[src/rtl/seq_cover_monitor_if.sv]
// Signal bundle between the x/y/z producers and the sequence cover monitor.
// master drives the terms and controls; slave (the monitor) returns hit/count/status.
interface seq_cover_monitor_if #(
  parameter int CNT_W = 16
) ();
  logic             en;
  logic             clr;
  logic             x;
  logic             y;
  logic             z;
  logic             hit;
  logic [CNT_W-1:0] hit_count;
  logic             overflow;
  logic             busy;

  modport master (
    output en, clr, x, y, z,
    input  hit, hit_count, overflow, busy
  );

  modport slave (
    input  en, clr, x, y, z,
    output hit, hit_count, overflow, busy
  );
endinterface

[src/rtl/seq_cover_monitor.sv]
// Hardware cover of x ##DELAY1 y[*MIN_REP:MAX_REP] ##DELAY2 z; hit pulses 1 cycle after the closing z.
// No backpressure: terms are sampled every cycle, outputs are a pulse, a saturating count and status levels.
module seq_cover_monitor #(
  parameter int DELAY1  = 2,
  parameter int DELAY2  = 1,
  parameter int MIN_REP = 3,
  parameter int MAX_REP = 4,
  parameter int CNT_W   = 16
) (
  input logic                clk,
  input logic                rst_n,
  seq_cover_monitor_if.slave mon
);

  logic [DELAY1:1]  xs;
  logic [MAX_REP:1] r;
  logic [MAX_REP:1] run;
  logic [DELAY2:1]  zs;
  logic             xd;
  logic             zd;
  logic             done;
  logic             hit_q;
  logic             ovf_q;
  logic [CNT_W-1:0] cnt_q;

  assign xd = xs[DELAY1];
  assign zd = zs[DELAY2];

  // run[j]: some attempt has now seen exactly j consecutive y's; the top slot never feeds forward.
  always_comb begin
    run    = '0;
    run[1] = xd & mon.y;
    for (int j = 2; j <= MAX_REP; j++) begin
      run[j] = r[j-1] & mon.y;
    end
    done = |run[MAX_REP:MIN_REP];
  end

  always_ff @(posedge clk) begin
    if (!rst_n || mon.clr) begin
      xs    <= '0;
      r     <= '0;
      zs    <= '0;
      hit_q <= 1'b0;
      cnt_q <= '0;
      ovf_q <= 1'b0;
    end else begin
      xs[1] <= mon.x & mon.en;
      for (int i = 2; i <= DELAY1; i++) begin
        xs[i] <= xs[i-1];
      end
      r     <= run;
      zs[1] <= done;
      for (int i = 2; i <= DELAY2; i++) begin
        zs[i] <= zs[i-1];
      end
      hit_q <= zd & mon.z;
      // Simultaneous completions collapse into a single count.
      if (zd & mon.z) begin
        if (cnt_q != {CNT_W{1'b1}}) begin
          cnt_q <= cnt_q + 1'b1;
        end else begin
          ovf_q <= 1'b1;
        end
      end
    end
  end

  assign mon.hit       = hit_q;
  assign mon.hit_count = cnt_q;
  assign mon.overflow  = ovf_q;
  assign mon.busy      = (|xs) | (|r) | (|zs);

endmodule

[src/flat_wrapper.sv]
// flat-port wrapper written by rule: the top's interface ports become plain ports
module seq_cover_monitor_flat 
#(
  parameter int DELAY1  = 2,
  parameter int DELAY2  = 1,
  parameter int MIN_REP = 3,
  parameter int MAX_REP = 4,
  parameter int CNT_W   = 16
)
  (clk, rst_n, mon_en, mon_clr, mon_x, mon_y, mon_z, mon_hit, mon_hit_count, mon_overflow, mon_busy);
  seq_cover_monitor_if #(.CNT_W(CNT_W)) mon_i ();
  input logic clk;
  input logic rst_n;
  input wire logic [$bits(mon_i.en)-1:0] mon_en;
  input wire logic [$bits(mon_i.clr)-1:0] mon_clr;
  input wire logic [$bits(mon_i.x)-1:0] mon_x;
  input wire logic [$bits(mon_i.y)-1:0] mon_y;
  input wire logic [$bits(mon_i.z)-1:0] mon_z;
  output wire logic [$bits(mon_i.hit)-1:0] mon_hit;
  output wire logic [$bits(mon_i.hit_count)-1:0] mon_hit_count;
  output wire logic [$bits(mon_i.overflow)-1:0] mon_overflow;
  output wire logic [$bits(mon_i.busy)-1:0] mon_busy;
  assign mon_i.en = mon_en;
  assign mon_i.clr = mon_clr;
  assign mon_i.x = mon_x;
  assign mon_i.y = mon_y;
  assign mon_i.z = mon_z;
  assign mon_hit = mon_i.hit;
  assign mon_hit_count = mon_i.hit_count;
  assign mon_overflow = mon_i.overflow;
  assign mon_busy = mon_i.busy;
  seq_cover_monitor #(.DELAY1(DELAY1), .DELAY2(DELAY2), .MIN_REP(MIN_REP), .MAX_REP(MAX_REP), .CNT_W(CNT_W)) u_core (.clk(clk), .rst_n(rst_n), .mon(mon_i));
endmodule
[config.mk]
export PLATFORM = sky130hd
export DESIGN_NAME = seq_cover_monitor_flat
export DESIGN_NICKNAME = d
export VERILOG_FILES = /design/src/rtl/seq_cover_monitor_if.sv /design/src/rtl/seq_cover_monitor.sv /design/src/flat_wrapper.sv
export SDC_FILE = /design/constraint.sdc
export NUM_CORES = 1
export LEC_CHECK = 0
export ABC_AREA = 1
export CAP_MARGIN = 10
export CORE_ASPECT_RATIO = 1.5
export CORE_MARGIN = 5
export CORE_UTILIZATION = 53
export CTS_CLUSTER_DIAMETER = 200
export DETAILED_ROUTE_END_ITERATION = 8
export PLACE_DENSITY = 0.89
export SETUP_SLACK_MARGIN = 0.15
export SLEW_MARGIN = 25
export SYNTH_ARGS = -nofsm -noshare
export SYNTH_HDL_FRONTEND = slang
export SYNTH_SLANG_ARGS = --single-unit
[constraint.sdc]
create_clock -name clk -period 2.9 [get_ports clk]
set_clock_uncertainty 0.15 [all_clocks]
set_input_delay 0.29 -clock clk [delete_from_list [all_inputs] [get_ports clk]]
set_output_delay 0.29 -clock clk [all_outputs]
set_load 0.02 [all_outputs]
==> Yosys cells after proc, flatten, opt, wreduce, memory -nomap -nowiden <==
Cells that the tools add are included.
{ "totals": {"mem_bits_ro": 0, "wordCells": 24, "latch_bits": 0, "regBits": 25, "mem_count": 0, "mem_bits_rw": 0} }
{ "op_classes": {"n_div": 0, "order_cmp": 0, "n_reduce_logical": 7, "n_mul": 0, "bitwise": 9, "n_eq_ne": 1, "muxes": 0, "shifts": 0, "n_addsub": 1} }
{ "ops": {"columns": ["cell", "n"], "rows": [
  ["adder 16 x 1 -> 16 bit, second input constant", 1],
  ["inequality test 16 bit, second input constant", 1],
  ["AND 1 bit", 6],
  ["AND reduction 2 bit", 2],
  ["OR reduction 2 bit", 2],
  ["OR reduction 4 bit", 1],
  ["OR 1 bit", 2],
  ["logical NOT 1 bit", 1],
  ["logical OR 1 bit", 1],
  ["NOT 1 bit", 1]
]} }

==> Longest topological paths before layout <==
{ "depth": {"word_depth": 3, "depth_mapped": 10, "depth_no_buf": 9} }

==> Worst setup path after synthesis <==
No wires, ideal clock.
{ "synth_timing": {"kind": "register to register", "start": "reg u_core.cnt_q[0] (netlist: u_core.mon.hit_count[0])", "end": "reg u_core.cnt_q[8] (netlist: u_core.mon.hit_count[8])", "setup_slack_ps": 1161, "setup_ps": 114, "path_stages_with_launch": 10, "t_arrival_ps": 1476, "n_path_buf": 1, "cell_sequence": "dfxtp_1 > ha_1 > nand2_1 > nor2_4 > nand2_4 > nor2_4 > nor2_2 > buf_6 > o21ai_1 > nor2_1"} }
{ "synth_between": {"elab_chain_len": 2, "word_cells_on_any_way": 3} }
{ "synth_rtl": {"columns": ["element", "line", "text"], "rows": [
  ["start, declared", "seq_cover_monitor.sv:24", "logic [CNT_W-1:0] cnt_q;"],
  ["start signal, assigned", "seq_cover_monitor.sv:61", "cnt_q <= cnt_q + 1'b1;"],
  ["branches (longest 2 deep; another with adder 16 x 1 -> 16 bit)", null, null]
]} }
Parallel ways; which one is timed is not known.
A chain may end at the register's enable or synchronous reset.

==> Worst setup path after layout <==
{ "layout_timing": {"start": "reg u_core.r[2] (netlist name)", "end": "out mon_busy"} }
{ "layout_between": {"elab_chain_len": 3} }
{ "layout_rtl": {"columns": ["element", "line", "text"], "rows": [
  ["start, declared", "seq_cover_monitor.sv:16", "logic [MAX_REP:1] r;"],
  ["start signal, assigned", "seq_cover_monitor.sv:52", "r <= run;"],
  ["OR reduction 4 bit", "seq_cover_monitor.sv:72", "assign mon.busy = (|xs) | (|r) | (|zs);"],
  ["OR 1 bit (2 in series)", "seq_cover_monitor.sv:72", null],
  ["end, declared", "flat_wrapper.sv:22", "output wire logic [$bits(mon_i.busy)-1:0] mon_busy;"]
]} }
No other way between the ends.

==> impl_metrics.xml <==
<?xml version="1.0" encoding="UTF-8"?>
<metrics>
  <group name="setup_path">
    <metric name="worst_ep_arrival_time" unit="ns">1.51</metric>
    <metric name="setup.worst_path.end_class" unit="">primary output</metric>
    <metric name="r2r.worst_path.cells" unit="">9</metric>
    <metric name="crit_path_cell_trace" unit="">nor3_1 &gt; nand4_1 &gt; clkdlybuf4s50_1</metric>
    <metric name="cp_slowest_cell" unit="">clkdlybuf4s50_1</metric>
    <metric name="critPathRequiredTime" unit="ns">2.46</metric>
    <metric name="worstSetupStartpointType" unit="">register</metric>
    <metric name="path_class" unit="">reg2out</metric>
    <metric name="worst-path-stages" unit="">3</metric>
    <metric name="path_max_fanout" unit="">2</metric>
    <metric name="critical_path_buf_inv_count" unit="">1</metric>
    <metric name="slowest_cell_delay_on_critical_path" unit="ns">0.55</metric>
    <metric name="top_delay_family_on_crit_path" unit="">buffers and inverters</metric>
  </group>
  <group name="global_routing">
    <metric name="grt_overflow" unit="">0</metric>
    <metric name="via_count_of_the_first_global_routing_pass" unit="">1154</metric>
    <metric name="grt_max_degree" unit="">17</metric>
    <metric name="global_route_wire_length_before_repair" unit="um">4730</metric>
    <metric name="groute.usage.overall" unit="">0.173</metric>
    <metric name="grt_antenna_before_repair" unit="">0</metric>
  </group>
  <group name="synth">
    <metric name="synth_area" unit="mm2">0.00123</metric>
    <metric name="nets_in_the_synthesized_netlist" unit="">189</metric>
    <metric name="synth-seq-area-share" unit="">0.408</metric>
    <metric name="syn_area_per_cell" unit="um2">6.77</metric>
    <metric name="yosys_warning_total" unit="">0</metric>
    <metric name="synth_cells" unit="">181</metric>
    <metric name="postSynthRegisterBits" unit="">25</metric>
    <metric name="synthDistinctLibCells" unit="">21</metric>
  </group>
  <group name="die">
    <metric name="die_height" unit="um">68.9</metric>
    <metric name="core-area" unit="mm2">0.00223</metric>
    <metric name="die_area" unit="mm2">0.00340</metric>
    <metric name="placementRows" unit="">21</metric>
    <metric name="die_width" unit="um">49.3</metric>
    <metric name="ioPinCount" unit="">26</metric>
    <metric name="initial_core_util" unit="">0.549</metric>
  </group>
  <group name="cts">
    <metric name="cts.sink_count" unit="">25</metric>
    <metric name="clock_tree_from_tritoncts" unit="">built</metric>
    <metric name="clockBufferDepth" unit="">2</metric>
    <metric name="clkTransAtPathRegs" unit="ns">0.13</metric>
    <metric name="cts_repair_resize_count" unit="">0</metric>
    <metric name="cts_hold_buffers" unit="">0</metric>
    <metric name="ctsHtreeMaxLevel" unit="">1</metric>
    <metric name="insertion_delay" unit="ns">0.32</metric>
    <metric name="tritoncts.num_buffers" unit="">3</metric>
    <metric name="clk_root_buffer_cell" unit="">clkbuf_4</metric>
    <metric name="cts_post_setup_buffers_inserted" unit="">0</metric>
  </group>
  <group name="power_and_ir_drop">
    <metric name="switching_power" unit="uW">113</metric>
    <metric name="comb_power_share" unit="">0.038</metric>
    <metric name="power_dens_cells" unit="mW/mm2">341</metric>
    <metric name="seqPwrFrac" unit="">0.662</metric>
    <metric name="vdd_drop_max" unit="mV">0.361</metric>
    <metric name="internal-power" unit="uW">406</metric>
    <metric name="leakage" unit="uW">0.000575</metric>
    <metric name="clock_power_share" unit="">0.300</metric>
    <metric name="switching_share" unit="">0.218</metric>
  </group>
  <group name="sta">
    <metric name="setup-violations-final" unit="">0</metric>
    <metric name="timing.final.max_slew_violations" unit="">0</metric>
    <metric name="min_period" unit="ns">1.95</metric>
    <metric name="tns" unit="ns">0</metric>
    <metric name="tightest_slew" unit="ns">0.594</metric>
    <metric name="max_freq" unit="MHz">512</metric>
    <metric name="rsz0062_at_grt" unit="">false</metric>
    <metric name="min_period_over_period" unit="">0.674</metric>
    <metric name="timing_hold_violations_final" unit="">0</metric>
    <metric name="worst_slew_margin_relative_to_its_limit" unit="">0.603</metric>
  </group>
  <group name="layout">
    <metric name="final_nets" unit="">218</metric>
    <metric name="nFillCells" unit="">193</metric>
    <metric name="n_antenna_cell" unit="">0</metric>
    <metric name="finalNonFillerCells" unit="">232</metric>
    <metric name="syn2layout_area_growth" unit="%">24.3</metric>
    <metric name="drive_above_1_share" unit="">0.0766</metric>
  </group>
  <group name="place">
    <metric name="numPlacedInstances" unit="">228</metric>
    <metric name="place_congestion" unit="">0.871</metric>
    <metric name="place_hpwl" unit="um">2050</metric>
    <metric name="portBuffers" unit="">25</metric>
  </group>
  <group name="routing">
    <metric name="wl_per_cell" unit="um">11.5</metric>
    <metric name="ant_nets" unit="">0</metric>
    <metric name="routed_wl" unit="um">2660</metric>
    <metric name="drt-pass1-iter-count" unit="">4</metric>
    <metric name="detail_route.vias_per_cell" unit="">5.18</metric>
    <metric name="drcViolationCount" unit="">0</metric>
    <metric name="vias" unit="">1201</metric>
    <metric name="first_iter_violations" unit="">39</metric>
  </group>
  <group name="min_path">
    <metric name="hold_path_depth" unit="">2</metric>
    <metric name="hold_path_class" unit="">reg2reg</metric>
  </group>
  <group name="job">
    <metric name="max_cap_viol_count" unit="">0</metric>
  </group>
  <group name="outcome">
    <metric name="run_status" unit="">finished, final reports clean</metric>
  </group>
</metrics>
-- power groups by stage --
stage / clock network [uW] / registers (uW) / logic (uW)
6_report: 156 / 344 / 19.6
5_1_grt: 177 / 344 / 21.4
4_1_cts: 160 / 344 / 19.7
3_5_place_dp: 0 / 352 / 19.6
3_3_place_gp: 0 / 352 / 19.2
2_1_floorplan: 0 / 352 / 7.82
-- worst min-delay path, stage by stage (launching register included) --
cell and delay, ns:
dfxtp_1 0.32, inv_1 0.06, nor2_1 0.04
-- registers in the layout, indices dropped and copies added (netlist names) --
register	flops
u_core.zd	1
u_core.r	4
u_core.mon.hit_count	16
u_core.xs	2
u_core.mon.overflow	1
u_core.mon.hit	1
-- metal layers --
metal / track usage / vias to the layer above / part of all wire
met5: 0 / - / 0
met4: 0.0808 / 0 / 0.019
met3: 0.0237 / 6 / 0.040
met2: 0.326 / 29 / 0.50
met1: 0.190 / 548 / 0.44
li1: - / 618 / -
-- per-stage QoR --
stage	util	area [um2]	power [uW]	hold slack [ns]	worst slack, ns
2_1_floorplan	-	1230	359	0.259	1.16
3_3_place_gp	0.670	1500	371	0.271	1.07
3_5_place_dp	0.670	1500	371	0.276	0.956
4_1_cts	0.682	1520	524	0.296	0.924
5_1_grt	0.682	1520	543	0.331	0.834
6_report	0.682	1520	519	0.297	0.946
-- cell usage in the layout (no fill, tap or decap), types with 4 or more instances in the layout --
master	netlist	routed
clkdlybuf4s50_1	0	25
inv_1	18	18
nand3_1	9	9
nand4_1	4	4
nor2_1	48	48
o21ai_0	8	8
nand2_1	38	38
dfxtp_1	25	25
nand2_2	4	4
a21oi_1	6	6
-- worst paths after layout --
check,start,end,slack (ns)
setup / recovery,u_core.r[2]$_SDFF_PP0_,mon_busy,0.95
hold reg to reg,u_core.r[1]$_SDFF_PP0_,u_core.r[2]$_SDFF_PP0_,0.30
hold / removal,u_core.r[1]$_SDFF_PP0_,u_core.r[2]$_SDFF_PP0_,0.30
setup reg to reg,u_core.mon.hit_count[0]$_SDFFE_PP0P_,u_core.mon.hit_count[14]$_SDFFE_PP0P_,0.99
-- cells by family after synthesis --
logic type | share of synthesized area
buf+inv | 0.0714
fa+ha+maj | 0.0102
simple gates | 0.402
xor+xnor | 0.0429
flops | 0.408
compound gates | 0.0653
-- cells in the mapped netlist --
library cell,instances,area share
a21oi_1,6,0.024
buf_2,1,0.0041
buf_6,1,0.0092
dfxtp_1,25,0.41
ha_1,1,0.010
inv_1,18,0.055
inv_2,1,0.0031
nand2_1,38,0.12
nand2_2,4,0.020
nand2_4,1,0.0092
nand3_1,9,0.037
nand3b_1,1,0.0061
nand4_1,4,0.020
nor2_1,48,0.15
nor2_2,2,0.010
nor2_4,3,0.028
nor3_1,2,0.0082
o21ai_0,8,0.033
o21ai_1,2,0.0082
xnor2_1,3,0.021
xor2_1,3,0.021
-- area by class of cell --
type / count / area, um2 / area share
inverter: 19 / 71.3 / 0.0468
clock buffer: 3 / 22.5 / 0.0148
tap: 23 / 28.8 / 0.0189
sequential: 25 / 500 / 0.328
multi-input combinational: 135 / 638 / 0.419
clock inverter: 1 / 5.00 / 0.00328
timing repair buffer: 26 / 258 / 0.169
Note: power is estimated with default switching activity, not from simulation.
